**src/rtl/cdb_arbiter_pkg.sv**
```systemverilog
// Shared CDB definitions: datapath widths, the CDB_PACKET broadcast record
// and a small modulo helper used by the round-robin logic.
package cdb_arbiter_pkg;

   localparam int XLEN        = 32;
   localparam int ROB_TAG_LEN = 5;

   typedef struct packed {
      logic                   valid;
      logic [ROB_TAG_LEN-1:0] rob_tag;
      logic [XLEN-1:0]        data;
      logic [XLEN-1:0]        target_pc;
      logic                   mispredict;
   } CDB_PACKET;

   // Adds two indices modulo n; callers keep a < n and b <= n.
   function automatic int wrap_add(input int a, input int b, input int n);
      int s;
      s = a + b;
      if (s >= n) s = s - n;
      return s;
   endfunction

endpackage

```
**src/rtl/cdb_arbiter_rr_priority_picker.sv**
```systemverilog
// Round-robin priority picker: the first set request found scanning upward
// from ptr (wrapping) wins; purely combinational.
module rr_priority_picker
   import cdb_arbiter_pkg::*;
#(
   parameter int NUM_FU     = 4,
   parameter int FU_IDX_LEN = $clog2(NUM_FU)
) (
   input  logic [NUM_FU-1:0]     req,
   input  logic [FU_IDX_LEN-1:0] ptr,
   output logic [NUM_FU-1:0]     grant,
   output logic [FU_IDX_LEN-1:0] idx,
   output logic                  found
);

   always_comb begin
      int cand;
      grant = '0;
      idx   = '0;
      found = 1'b0;
      cand  = 0;
      for (int off = 0; off < NUM_FU; off++) begin
         cand = wrap_add(int'(ptr), off, NUM_FU);
         if (!found && req[cand]) begin
            found       = 1'b1;
            grant[cand] = 1'b1;
            idx         = FU_IDX_LEN'(cand);
         end
      end
   end

endmodule

```
**src/rtl/cdb_arbiter.sv**
```systemverilog
// Common data bus arbiter: one-entry holding buffer per FU, round-robin grant,
// registered CDB broadcast. Optional per-FU stall counters via CDB_STALL_CNT_EN.
module cdb_arbiter
   import cdb_arbiter_pkg::*;
#(
   parameter int NUM_FU     = 4,
   parameter int FU_IDX_LEN = $clog2(NUM_FU)
) (
   input  logic                                  clk,
   input  logic                                  reset,
   input  logic                                  flush,
   input  logic [NUM_FU-1:0]                     fu_valid,
   input  logic [NUM_FU-1:0][ROB_TAG_LEN-1:0]    fu_rob_tag,
   input  logic [NUM_FU-1:0][XLEN-1:0]           fu_data,
   input  logic [NUM_FU-1:0][XLEN-1:0]           fu_target_pc,
   input  logic [NUM_FU-1:0]                     fu_mispredict,
   output logic [NUM_FU-1:0]                     fu_ready,
   output logic                                  cdb_valid,
   output logic [ROB_TAG_LEN-1:0]                cdb_rob_tag,
   output logic [XLEN-1:0]                       cdb_data,
   output logic [XLEN-1:0]                       cdb_target_pc,
   output logic                                  cdb_mispredict
`ifdef CDB_STALL_CNT_EN
   ,
   output logic [NUM_FU-1:0][15:0]               fu_stall_cnt
`endif
);

   CDB_PACKET [NUM_FU-1:0]  hold_q;
   CDB_PACKET               cdb_q;
   logic [NUM_FU-1:0]       hold_valid;
   logic [NUM_FU-1:0]       grant;
   logic [NUM_FU-1:0]       ready;
   logic [FU_IDX_LEN-1:0]   rr_ptr;
   logic [FU_IDX_LEN-1:0]   win_idx;
   logic                    win_found;

   rr_priority_picker #(
      .NUM_FU     (NUM_FU),
      .FU_IDX_LEN (FU_IDX_LEN)
   ) u_picker (
      .req   (hold_valid),
      .ptr   (rr_ptr),
      .grant (grant),
      .idx   (win_idx),
      .found (win_found)
   );

   // A buffer being drained this cycle can take a new result on the same edge.
   always_comb begin
      hold_valid = '0;
      ready      = '0;
      for (int i = 0; i < NUM_FU; i++) begin
         hold_valid[i] = hold_q[i].valid;
         ready[i]      = !flush && (!hold_q[i].valid || grant[i]);
      end
   end

   always_ff @(posedge clk or posedge reset) begin
      if (reset) begin
         hold_q <= '0;
         cdb_q  <= '0;
         rr_ptr <= '0;
      end else if (flush) begin
         for (int i = 0; i < NUM_FU; i++) hold_q[i].valid <= 1'b0;
         cdb_q.valid <= 1'b0;
         rr_ptr      <= '0;
      end else begin
         for (int i = 0; i < NUM_FU; i++) begin
            if (fu_valid[i] && ready[i]) begin
               hold_q[i].valid      <= 1'b1;
               hold_q[i].rob_tag    <= fu_rob_tag[i];
               hold_q[i].data       <= fu_data[i];
               hold_q[i].target_pc  <= fu_target_pc[i];
               hold_q[i].mispredict <= fu_mispredict[i];
            end else if (grant[i]) begin
               hold_q[i].valid <= 1'b0;
            end
         end
         if (win_found) begin
            cdb_q  <= hold_q[win_idx];
            rr_ptr <= FU_IDX_LEN'(wrap_add(int'(win_idx), 1, NUM_FU));
         end else begin
            cdb_q.valid <= 1'b0;
         end
      end
   end

   assign fu_ready       = ready;
   assign cdb_valid      = cdb_q.valid;
   assign cdb_rob_tag    = cdb_q.rob_tag;
   assign cdb_data       = cdb_q.data;
   assign cdb_target_pc  = cdb_q.target_pc;
   assign cdb_mispredict = cdb_q.mispredict;

`ifdef CDB_STALL_CNT_EN
   logic [NUM_FU-1:0][15:0] stall_q;

   // Saturating; deliberately survives flush so stall history is kept.
   always_ff @(posedge clk or posedge reset) begin
      if (reset) begin
         stall_q <= '0;
      end else begin
         for (int i = 0; i < NUM_FU; i++) begin
            if (fu_valid[i] && !ready[i] && stall_q[i] != 16'hFFFF)
               stall_q[i] <= stall_q[i] + 16'd1;
         end
      end
   end

   assign fu_stall_cnt = stall_q;
`endif

endmodule

```
**config.mk**
```make
export PLATFORM = sky130hd
export DESIGN_NAME = cdb_arbiter
export DESIGN_NICKNAME = d
export VERILOG_FILES = /design/src/rtl/cdb_arbiter_pkg.sv /design/src/rtl/cdb_arbiter_rr_priority_picker.sv /design/src/rtl/cdb_arbiter.sv
export SDC_FILE = /design/constraint.sdc
export NUM_CORES = 1
export LEC_CHECK = 0
export CAP_MARGIN = 10
export CORE_UTILIZATION = 44
export DETAILED_ROUTE_END_ITERATION = 10
export HOLD_SLACK_MARGIN = 0.02
export PLACE_DENSITY = 0.8
export SETUP_SLACK_MARGIN = 0.4
export SLEW_MARGIN = 40
export SYNTH_ARGS = -nofsm -noshare
export SYNTH_HDL_FRONTEND = slang
export SYNTH_SLANG_ARGS = --single-unit
```
**constraint.sdc**
```tcl
create_clock -name clk -period 15.87 [get_ports clk]
set_input_delay 2.3805 -clock clk [delete_from_list [all_inputs] [get_ports clk]]
set_output_delay 2.3805 -clock clk [all_outputs]
set_load 0.005 [all_outputs]
```
# Word level (Yosys, flattened, before mapping)
# Index checks and enable logic that the tools add are counted.
# op_classes
addsub,9
magnitude_cmp,14
mux,55
bitwise_logic,4
n_reduce_logical,37
# ops
cell,count
71-bit binary-select mux with 2-bit select,1
"32-bit by 1-bit greater-or-equal comparator with 1-bit output, second input constant",4
"32-bit by 4-bit less-than comparator with 1-bit output, second input constant",4
32-bit two-way mux,4
"32-bit by 4-bit greater-or-equal comparator with 1-bit output, second input constant",3
"32-bit by 4-bit subtractor with 32-bit output, second input constant",3
71-bit two-way mux,1
1-bit two-way mux,30
4-bit two-way mux,4
1-bit logical AND,15
2-bit two-way mux,7
4-bit OR,3
3-bit nonzero test,4
2-bit AND reduction,5
1-bit binary-select mux with 2-bit select,4
1-bit demux with 2-bit select,4
1-bit logical NOT,8
"2-bit by 1-bit adder with 3-bit output, second input constant",2
"2-bit by 2-bit adder with 3-bit output, second input constant",2
1-bit logical OR,4
"2-bit by 3-bit subtractor with 4-bit output, second input constant",1
"2-bit by 3-bit greater-or-equal comparator with 1-bit output, second input constant",1
"3-bit greater-or-equal comparator, second input constant",1
"2-bit by 3-bit less-than comparator with 1-bit output, second input constant",1
other kinds (3),3
# totals
ff_bits,357
input_bits,287
out_inout_bits,75
wordCells,145

# Depth between registers and ports, before layout
# Gate-level depths: netlist of the first run.
# logic_depth
depth_word,20
ltp_mapped,12
ltp_nobuf,7

# By module
# Synthesis of the first run repeated with hierarchy kept, for this count alone.
# hier_totals
hier_cells,1067
hier_area_um2,15869.0
# by_module_without_submodules
mod,n_inst,cells_per_inst,area_per_inst_um2,seq_area_each_um2
cdb_arbiter,1,1019,15408.5,8933.6
rr_priority_picker,1,48,460.4,0.0

# Worst setup path after synthesis of the first run
# OpenSTA, ideal clock, no wires.
# synth_path
path_kind,input to output
start,input port flush
end,output port fu_ready[0]
t_arrival_ns,3.129
required_ns,13.490
slack_ns,10.360
cell_stages,3
n_path_buf,2
path_cell_list,buf_1 clkbuf_1 a31oi_1
# synth_via
elab_chain_cells,2
# synth_lines
item,line,source
from (decl),cdb_arbiter.sv:11,"input logic flush,"
1-bit logical NOT,cdb_arbiter.sv:55,ready[i] = !flush && (!hold_q[i].valid || grant[i]);
1-bit logical AND,cdb_arbiter.sv:55,
to (decl),cdb_arbiter.sv:17,"output logic [NUM_FU-1:0] fu_ready,"
# No other way between the ends.

# Worst setup path in the final report of the first run
# layout_path
start,register rr_ptr[0]
end,output port fu_ready[0]
# layout_via
elab_chain_cells,17
word_cells_on_any_way,65
classes_between,7 x add/sub; 12 x order compare; 31 x mux; 3 x bitwise; 12 x reduce/logical
# layout_lines
item,line,source
from (decl),cdb_arbiter.sv:34,logic [FU_IDX_LEN-1:0] rr_ptr;
from (signal assigned),cdb_arbiter.sv:82,"rr_ptr <= FU_IDX_LEN'(wrap_add(int'(win_idx), 1, NUM_FU));"
branches (longest 14 deep; another with 32-bit by 4-bit subtractor with 32-bit output),-,
4-bit two-way mux (*),cdb_arbiter_rr_priority_picker.sv:24,if (!found && req[cand]) begin
1-bit logical OR (*),cdb_arbiter.sv:55,
1-bit logical AND (*),cdb_arbiter.sv:55,
# Every way passes the cells marked *. The select of a mux whose other input is x is not followed.

==> impl_metrics.env, run 1 <==
export IMPL_synth_top_family_by_area="multiplexers"
export IMPL_place_inst=1997
export IMPL_drt_met1_wl_mm=19.53
export IMPL_hold_viol=0
export IMPL_wirelength_mm=48.19
export IMPL_grt_overflow_total=0
export IMPL_cp_slowest_cell="dfrtp_1"
export IMPL_synthAdderAreaFrac=0.006092
export IMPL_synth_simple_area_share=0.08071
export IMPL_min_path_type="flop to flop"
export IMPL_endpoint_kind="output port"
export IMPL_synth_top_cell_area_share=0.5437
export IMPL_slowest_delay_ps=760
export IMPL_clock_path_buffers=3
export IMPL_pwr_share_comb=0.432
export IMPL_clock_sinks=357
export IMPL_setup_tns_final_ps=0
export IMPL_worstPathArrival_ps=4400
export IMPL_portBuffers=361
export IMPL_min_period_ps=6776
export IMPL_antenna_found_initial=0
export IMPL_synth_nets=1569
export IMPL_postCtsResizedCells=0
export IMPL_yosysMostFrequentCell="dfrtp_1"
export IMPL_area_growth_pct=31.46
export IMPL_htree_levels=2
export IMPL_synth_xor_area_frac=0
export IMPL_synth_compound_area_share=0.1228
export IMPL_postCtsSetupBuffers=0
export IMPL_route_met3_wl_mm=3.794
export IMPL_clockPowerShare=0.220
export IMPL_synth_cell_types=39
export IMPL_finalMaxSlewViolations=0
export IMPL_finalCritPeriodShare=0.4270
export IMPL_p_int_mw=2.633
export IMPL_yosysTopAreaCell="dfrtp_1"
export IMPL_ys_flop_type="dfrtp_1"
export IMPL_critPathKind="flop to output port"
export IMPL_ant_nets=0
export IMPL_seq_power_share=0.348
export IMPL_synth_area_per_cell_um2=12.90
export IMPL_worstSetupStartpointType="flop"
export IMPL_synth_edf_count=0
export IMPL_firstDrtPassIters=5
export IMPL_fp_coreArea_um2=36700
export IMPL_cts_tree="done"
export IMPL_root_buffer="clkbuf_16"
export IMPL_placed_cell_area_um2=20270
export IMPL_clk_pin_slew_ps=60
export IMPL_power_leakage_nw=9.049
export IMPL_gp_congestion=0.7918
export IMPL_required_ps=13490
export IMPL_vias=12360
export IMPL_die_y_um=195.3
export IMPL_wl_met2_mm=23.07
export IMPL_post_route_cell_area_um2=21600
export IMPL_clock_fmax_mhz=147.6
export IMPL_grtUsageTotal=0.2546
export IMPL_hold_buffers=0
export IMPL_grt_pass1_vias=13230
export IMPL_post_drt_via_cell_ratio=5.984
export IMPL_place_worst_setup_slack_ps=9349
export IMPL_worst_path_max_fanout=17
export IMPL_outcome="finished clean"
export IMPL_insertion_delay_ps=560
export IMPL_maxCapViolCount=0
export IMPL_synthMuxAreaShare=0.2026
export IMPL_grt_start_max_net_pins=106
export IMPL_numCtsBuffers=40
export IMPL_rsz0062_at_grt="no"
export IMPL_ys_ff_latch=357
export IMPL_ys_async_sr_fraction=1.000
export IMPL_swShare=0.3704
export IMPL_wl_per_cell_um=23.32
export IMPL_yosys_warnings=0
export IMPL_clock_skew_ps=20.80
export IMPL_start_util=0.4478
export IMPL_grt_pass1_wl_mm=75.30
export IMPL_ir_worst_vdd_uv=102.9
export IMPL_synthTopCellsByArea="dfrtp_1, mux2_1, and3_1, a2111oi_0, a221oi_1"
export IMPL_power_switching_mw=1.549
export IMPL_top_layer_used="met4"
export IMPL_crit_chain="inv_1, ha_1, mux4_2, nor3b_1, nand2_1, a31oi_1, clkdlybuf4s50_1"
export IMPL_rows=70
export IMPL_syn_inst=1274
export IMPL_fin_cells=2066
export IMPL_drt_iter0_drc=628
export IMPL_die_area_um2=38120
export IMPL_syn_area_um2=16430
export IMPL_antenna_cells=0
export IMPL_worst_slack_ps=9094
export IMPL_synth_commonest_cells="dfrtp_1, mux2_1, and3_1"
export IMPL_power_density_nw_per_um2=193.6
export IMPL_finalSetupViolCount=0
export IMPL_drive_gt1_frac=0.06946
export IMPL_nets=1867
export IMPL_die_x_um=195.3
export IMPL_io_pins=362
export IMPL_drc=0
export IMPL_worst_slew_pin_transition_ps=856.5
export IMPL_ys_seq_area_frac=0.5437
export IMPL_place_hpwl_mm=29.88
export IMPL_relSlewSlack=0.4290
[metal layers]
| metal | track usage | vias up |
|---|---|---|
| li1 | - | 5440 |
| met3 | 0.06770 | 125 |
| met5 | 0 | - |
| met4 | 0.1105 | 0 |
| met2 | 0.4175 | 532 |
| met1 | 0.3169 | 6266 |
[final timing paths]
path	start	end	slack (ps)	depth (start not counted)
max	rr_ptr[0]	fu_ready[0]	9090	7
min	hold_q[217]	hold_q[217]	470	1
max reg2reg	rr_ptr[0]	hold_q[218]	10890	9
min reg2reg	hold_q[217]	hold_q[217]	470	1
max in group asynchronous	reset	cdb_data[7]	12070	4
min in group asynchronous	reset	hold_q[146]	2340	2
[layout make-up]
class	count	area, um2
multi-input cells	781	6862
fillers	2854	15100
well taps	468	585.6
flip-flops and latches	357	8934
clock buffers	59	1224
clock inverters	9	83.83
inverters	8	37.54
repair buffers	384	3876
[kinds of logic after synthesis]
| group | Yosys count |
|---|---|
| flops | 357 |
| mux | 292 |
| simple gates | 245 |
| compound gates | 236 |
| buf+inv | 136 |
| fa+ha+maj | 8 |
[sequential cells by signal, indices dropped and copies added, names as in the netlist]
register        cells
rr_ptr              2
cdb_valid           1
cdb_target_pc      32
cdb_mispredict      1
cdb_data           32
cdb_rob_tag         5
hold_q            284
[per-stage QoR]
| stage | util | total power, mW | hold slack [ps] |
|---|---|---|---|
| global route | 0.5886 | 4.418 | 483.7 |
| floorplan | - | 2.548 | 449.0 |
| CTS | 0.5880 | 4.203 | 479.0 |
| detailed placement | 0.5524 | 3.265 | 465.7 |
| finish | 0.5886 | 4.182 | 473.2 |
| global placement | 0.5496 | 3.158 | 458.1 |
[power groups by stage]
stage / Sequential [mW] / Clock, mW / Combinational [mW]
2_1_floorplan: 1.41 / 0 / 1.14
3_3_place_gp: 1.44 / 0 / 1.71
3_5_place_dp: 1.46 / 0 / 1.80
4_1_cts: 1.46 / 0.938 / 1.81
5_1_grt: 1.50 / 0.974 / 1.95
6_report: 1.46 / 0.921 / 1.81
[critical path, delay by kind of cell (launching register included)]
family | cells | cell delay, ps
adders and majority gates | 1 | 600
buffers and inverters | 2 | 840
AOI/OAI and AO/OA | 1 | 250
muxes | 1 | 680
DFF | 1 | 760
and+or+nand+nor | 2 | 690
[layout by cell type (no fill, tap or decap), drive strengths merged, types with 4 or more instances in the layout]
cell / count
a2111oi: 70
a21oi: 4
a221oi: 70
a311oi: 4
a31oi: 5
and3: 141
buf: 22
clkbuf: 60
clkdlybuf4s50: 361
clkinvlp: 4
dfrtp: 357
ha: 8
inv: 9
mux2: 285
mux4: 4
nand2: 87
nand3: 5
o211a: 5
o31ai: 71
Power figures use the tool's default switching activity.
==> run 2, diff against run 1 <==
--- a/config.mk
+++ b/config.mk
@@ -9,7 +9,7 @@
 export CORE_UTILIZATION = 44
 export DETAILED_ROUTE_END_ITERATION = 10
 export HOLD_SLACK_MARGIN = 0.02
-export PLACE_DENSITY = 0.8
+export PLACE_DENSITY = 0.83
 export SETUP_SLACK_MARGIN = 0.4
 export SLEW_MARGIN = 40
 export SYNTH_ARGS = -nofsm -noshare
==> constraint.sdc (replaced) <==
create_clock -name clk -period 5.7 [get_ports clk]
set_input_delay 0.855 -clock clk [delete_from_list [all_inputs] [get_ports clk]]
set_output_delay 0.855 -clock clk [all_outputs]
set_load 0.005 [all_outputs]
==> run 2 against run 1 <==
Against the previous run:
- hold slack better by 1.1 ps
- cell area up 0.64%
- core utilization up 0.38 points
- combinational power rose to 2.8 times the previous value
- clock power rose to 2.8 times the previous value
- sequential cell count unchanged
- non-clock buffer count up 2
==> impl_metrics.env, run 2 (same netlist as run 1, synthesis figures left out) <==
export IMPL_required_ps=4850
export IMPL_min_period_ps=4967
export IMPL_critPathKind="flop to output port"
export IMPL_endpoint_kind="output port"
export IMPL_portBuffers=361
export IMPL_post_drt_via_cell_ratio=5.990
export IMPL_whs_ps=474.3
export IMPL_vias=12440
export IMPL_antenna_found_initial=5
export IMPL_power_switching_mw=4.334
export IMPL_largest_register="hold_q"
export IMPL_layout_commonest_cell="clkdlybuf4s50_1"
export IMPL_start_util=0.4478
export IMPL_insertion_delay_ps=550
export IMPL_numCtsBuffers=40
export IMPL_finalCritPeriodShare=0.8714
export IMPL_place_hpwl_mm=30.83
export IMPL_hold_buffers=0
export IMPL_drc=0
export IMPL_relSlewSlack=0.4792
export IMPL_drive_gt1_frac=0.07232
export IMPL_final_fill_count=2817
export IMPL_io_pins=362
export IMPL_clock_fmax_mhz=201.3
export IMPL_grtUsageTotal=0.2539
export IMPL_min_path_type="flop to flop"
export IMPL_pwr_share_comb=0.431
export IMPL_finalMaxSlewViolations=0
export IMPL_ir_worst_vdd_uv=429.6
export IMPL_worstPathArrival_ps=4110
export IMPL_area_growth_pct=32.30
export IMPL_grt_start_max_net_pins=145
export IMPL_power_leakage_nw=9.104
export IMPL_largest_reg_flops=284
export IMPL_grt_pass1_vias=13290
export IMPL_die_y_um=195.3
export IMPL_nets=1869
export IMPL_fp_coreArea_um2=36700
export IMPL_worst_path_max_fanout=11
export IMPL_final_cell_mix="clkdlybuf4s50_1, dfrtp_1, mux2_1, and3_1, nand2_1"
export IMPL_power_density_nw_per_um2=540.3
export IMPL_htree_levels=2
export IMPL_p_int_mw=7.412
export IMPL_swShare=0.3690
export IMPL_grt_pass1_wl_mm=75.71
export IMPL_clockPowerShare=0.222
export IMPL_wl_per_cell_um=23.29
export IMPL_grt_overflow_total=0
export IMPL_rsz0062_at_grt="no"
export IMPL_clock_path_buffers=3
export IMPL_worstSetupStartpointType="flop"
export IMPL_cts_tree="done"
export IMPL_worst_slew_pin_transition_ps=781.1
export IMPL_clock_skew_ps=19.31
export IMPL_maxCapViolCount=0
export IMPL_clock_sinks=357
export IMPL_die_area_um2=38120
export IMPL_ant_nets=0
export IMPL_rows=70
export IMPL_hold_viol=0
export IMPL_die_x_um=195.3
export IMPL_clk_pin_slew_ps=60
export IMPL_drt_iter0_drc=709
export IMPL_root_buffer="clkbuf_16"
export IMPL_seq_power_share=0.348
export IMPL_gp_congestion=0.8540
export IMPL_utilization=0.5924
export IMPL_firstDrtPassIters=6
export IMPL_wirelength_mm=48.36
export IMPL_finalSetupViolCount=0
export IMPL_outcome="finished clean"
export IMPL_setup_tns_final_ps=0
## run 2: cell count changes in the layout (fill, tap and decap cells not counted), moves of 2 or more
cell / change
buf_4: -4
a2111oi_1: +2
a2111oi_0: -2
clkbuf_8: -2
inv_6: +2
clkinv_2: +2
buf_12: +6
clkbuf_1: +2
diode_2: +4
## run 2: metrics by stage
step                      total power [mW]  setup WS, ps  instance area [um2]  instances
after global routing                 12.41         488.1                21740       2075
after CTS                            11.80         566.8                21670       2070
after floorplan                      7.097         60.68                16440       1274
final                                11.75         733.1                21740       2076
after global placement               8.811          1363                20260       1995
after detailed placement             9.127          1056                20320       1998
## run 2: what timing repair did
item | CTS | global route
setup buffers | 0 | 0
setup endpoints to repair | 0 | 4
gates resized for setup | 0 | 1
## run 2: final timing paths
check                           slack [ps]           to   startpoint  cells after the start
worst max-delay path                   730  fu_ready[1]    rr_ptr[1]                      7
worst min-delay path                   470  hold_q[238]  hold_q[238]                      1
worst max register to register        1210  cdb_data[9]    rr_ptr[1]                      8
worst min register to register         470  hold_q[238]  hold_q[238]                      1
max in group asynchronous             3810  hold_q[251]        reset                      4
min in group asynchronous              710    cdb_valid        reset                      2
## run 2: cell type report
class                           instances  area, um2  area share
Sequential cell                       357       8935      0.4110
Tap cell                              468      585.6     0.02694
Antenna cell                            4      10.01   0.0004604
Timing Repair Buffer                  386       3976      0.1829
Inverter                                8      33.78    0.001554
Clock inverter                         12      126.4    0.005813
Multi-Input combinational cell        781       6855      0.3153
Clock buffer                           60       1217     0.05600
## run 2: routing by layer
metal  track usage  part of all wire
met5             0           0.00027
met2        0.4205              0.49
met1        0.3149              0.39
met3       0.05630             0.070
met4        0.1228             0.044
## run 2: power groups by stage
stage                     Clock, mW  Sequential [mW]  Combinational (mW)
after global placement            0             4.05                4.76
after floorplan                   0             3.93                3.17
after global routing           2.75             4.19                5.47
after CTS                      2.66             4.07                5.07
after detailed placement          0             4.11                5.02
final                          2.60             4.08                5.06
## run 2: worst max-delay path: stages, from the launching register on
cell and delay [ps]:
dfrtp_1 640, inv_1 200, ha_1 600, mux4_2 680, nor4b_4 450, nand2_1 210, a31oi_1 200, clkdlybuf4s50_1 580
==> run 3, diff against run 2 <==
--- a/config.mk
+++ b/config.mk
@@ -6,10 +6,10 @@
 export NUM_CORES = 1
 export LEC_CHECK = 0
 export CAP_MARGIN = 10
-export CORE_UTILIZATION = 44
+export CORE_UTILIZATION = 37
 export DETAILED_ROUTE_END_ITERATION = 10
 export HOLD_SLACK_MARGIN = 0.02
-export PLACE_DENSITY = 0.83
+export PLACE_DENSITY = 0.73
 export SETUP_SLACK_MARGIN = 0.4
 export SLEW_MARGIN = 40
 export SYNTH_ARGS = -nofsm -noshare
==> run 3 against run 2 <==
Against the previous run:
- die area is 19% higher
- count of clock-buffer cells in the layout is 3 higher
- critical endpoint is now fu_ready[3]
- routed wire length hardly changed
- sequential cell count stayed put
- worst setup slack better by 25 ps
==> impl_metrics.env, run 3 (same netlist as run 1, synthesis figures left out) <==
export IMPL_die_area_um2=45260
export IMPL_finalMaxSlewViolations=0
export IMPL_wl_met2_mm=23.37
export IMPL_worst_path_max_fanout=11
export IMPL_worstPathArrival_ps=4090
export IMPL_nets=1869
export IMPL_clock_path_buffers=3
export IMPL_insertion_delay_ps=560
export IMPL_required_ps=4850
export IMPL_placed_cell_area_um2=20430
export IMPL_route_met3_wl_mm=3.391
export IMPL_wl_per_cell_um=22.06
export IMPL_clock_sinks=357
export IMPL_portBuffers=361
export IMPL_clock_fmax_mhz=202.3
export IMPL_grtUsageTotal=0.2166
export IMPL_endpoint_kind="output port"
export IMPL_maxCapViolCount=0
export IMPL_finalSetupViolCount=0
export IMPL_fp_coreArea_um2=43460
export IMPL_die_y_um=212.7
export IMPL_postCtsSetupBuffers=0
export IMPL_ir_worst_vdd_uv=458.4
export IMPL_critPathKind="flop to output port"
export IMPL_place_hpwl_mm=30.82
export IMPL_cts_tree="done"
export IMPL_gp_congestion=0.8095
export IMPL_power_leakage_nw=9.139
export IMPL_clock_skew_ps=20.58
export IMPL_die_x_um=212.7
export IMPL_final_fill_count=3751
export IMPL_rows=76
export IMPL_post_route_cell_area_um2=21930
export IMPL_grt_pass1_wl_mm=75.35
export IMPL_utilization=0.5047
export IMPL_antenna_found_initial=8
export IMPL_drt_met1_wl_mm=20.28
export IMPL_htree_levels=2
export IMPL_post_drt_via_cell_ratio=5.597
export IMPL_firstDrtPassIters=5
export IMPL_ant_nets=0
export IMPL_total_power_mw=11.77
export IMPL_area_growth_pct=33.47
export IMPL_largest_register="hold_q"
export IMPL_clk_pin_slew_ps=60
export IMPL_largest_reg_flops=284
export IMPL_final_cell_mix="clkdlybuf4s50_1, dfrtp_1, mux2_1, and3_1, nand2_1"
export IMPL_worstSetupStartpointType="flop"
export IMPL_place_inst=2113
export IMPL_drive_gt1_frac=0.07236
export IMPL_drt_iter0_drc=937
export IMPL_multiInputGateArea_um2=6858
export IMPL_grt_start_max_net_pins=155
export IMPL_min_period_ps=4942
export IMPL_power_density_nw_per_um2=536.6
export IMPL_setup_tns_final_ps=0
export IMPL_grt_pass1_vias=13000
export IMPL_start_util=0.3781
export IMPL_top_layer_used="met5"
export IMPL_layout_commonest_cell="clkdlybuf4s50_1"
export IMPL_worst_slew_pin_transition_ps=902.1
export IMPL_root_buffer="clkbuf_16"
export IMPL_wirelength_mm=48.36
export IMPL_numCtsBuffers=42
export IMPL_relSlewSlack=0.3950
export IMPL_drc=0
export IMPL_hold_viol=0
export IMPL_seqCellArea_um2=8935
export IMPL_min_path_type="flop to flop"
export IMPL_rsz0062_at_grt="no"
export IMPL_outcome="finished clean"
export IMPL_io_pins=362
export IMPL_grt_overflow_total=0
export IMPL_vias=12270
export IMPL_finalCritPeriodShare=0.8671
export IMPL_fin_cells=2192
-- run 3: metrics by stage --
stage / setup WS (ps) / hold slack, ps
floorplan: 60.68 / 449.0
global placement: 1187 / 458.2
detailed placement: 952.4 / 465.7
CTS: 410.8 / 478.1
global route: 548.7 / 486.2
finish: 757.7 / 475.1
-- run 3: layout make-up --
cell class | count | area share
antenna | 4 | 0.0004564
clock buffer | 63 | 0.05945
clock inverter | 10 | 0.006047
inverter | 8 | 0.001540
multi-input combinational | 781 | 0.3127
sequential | 357 | 0.4074
tap | 585 | 0.03338
timing repair buffer | 384 | 0.1790
-- run 3: path summary, 6_finish.rpt --
kind | from | end | slack (ps) | cells past startpoint
max in group asynchronous | reset | hold_q[112] | 3630 | 4
setup reg to reg | rr_ptr[1] | cdb_data[4] | 1130 | 8
hold / removal | hold_q[127] | hold_q[127] | 480 | 1
hold reg to reg | hold_q[127] | hold_q[127] | 480 | 1
min in group asynchronous | reset | hold_q[145] | 750 | 2
setup / recovery | rr_ptr[1] | fu_ready[3] | 760 | 7
-- run 3: critical path, cell delays in order (launching register included) --
cell and delay (ps):
dfrtp_1 630, inv_1 190, ha_1 570, mux4_2 690, nor4b_4 410, nand2_1 190
a31oi_1 220, clkdlybuf4s50_1 610
-- run 3: power breakdown --
group          internal [mW]  leakage (nW)  total (mW)  switching (mW)
sequential              3.53          4.24        4.07           0.534
combinational           2.27          4.19        4.94            2.67
clock                   1.71         0.712        2.76            1.05
-- run 3: what timing repair did --
item | CTS | global route
gates resized for setup | 0 | 2
hold buffers | 0 | 0
endpoints found under the setup margin | 0 | 4
-- run 3: routing by layer --
metal	up-vias	GRT usage
met2	462	0.3542
met4	4	0.08112
met5	-	0
met1	6277	0.2796
li1	5436	-
met3	90	0.04912
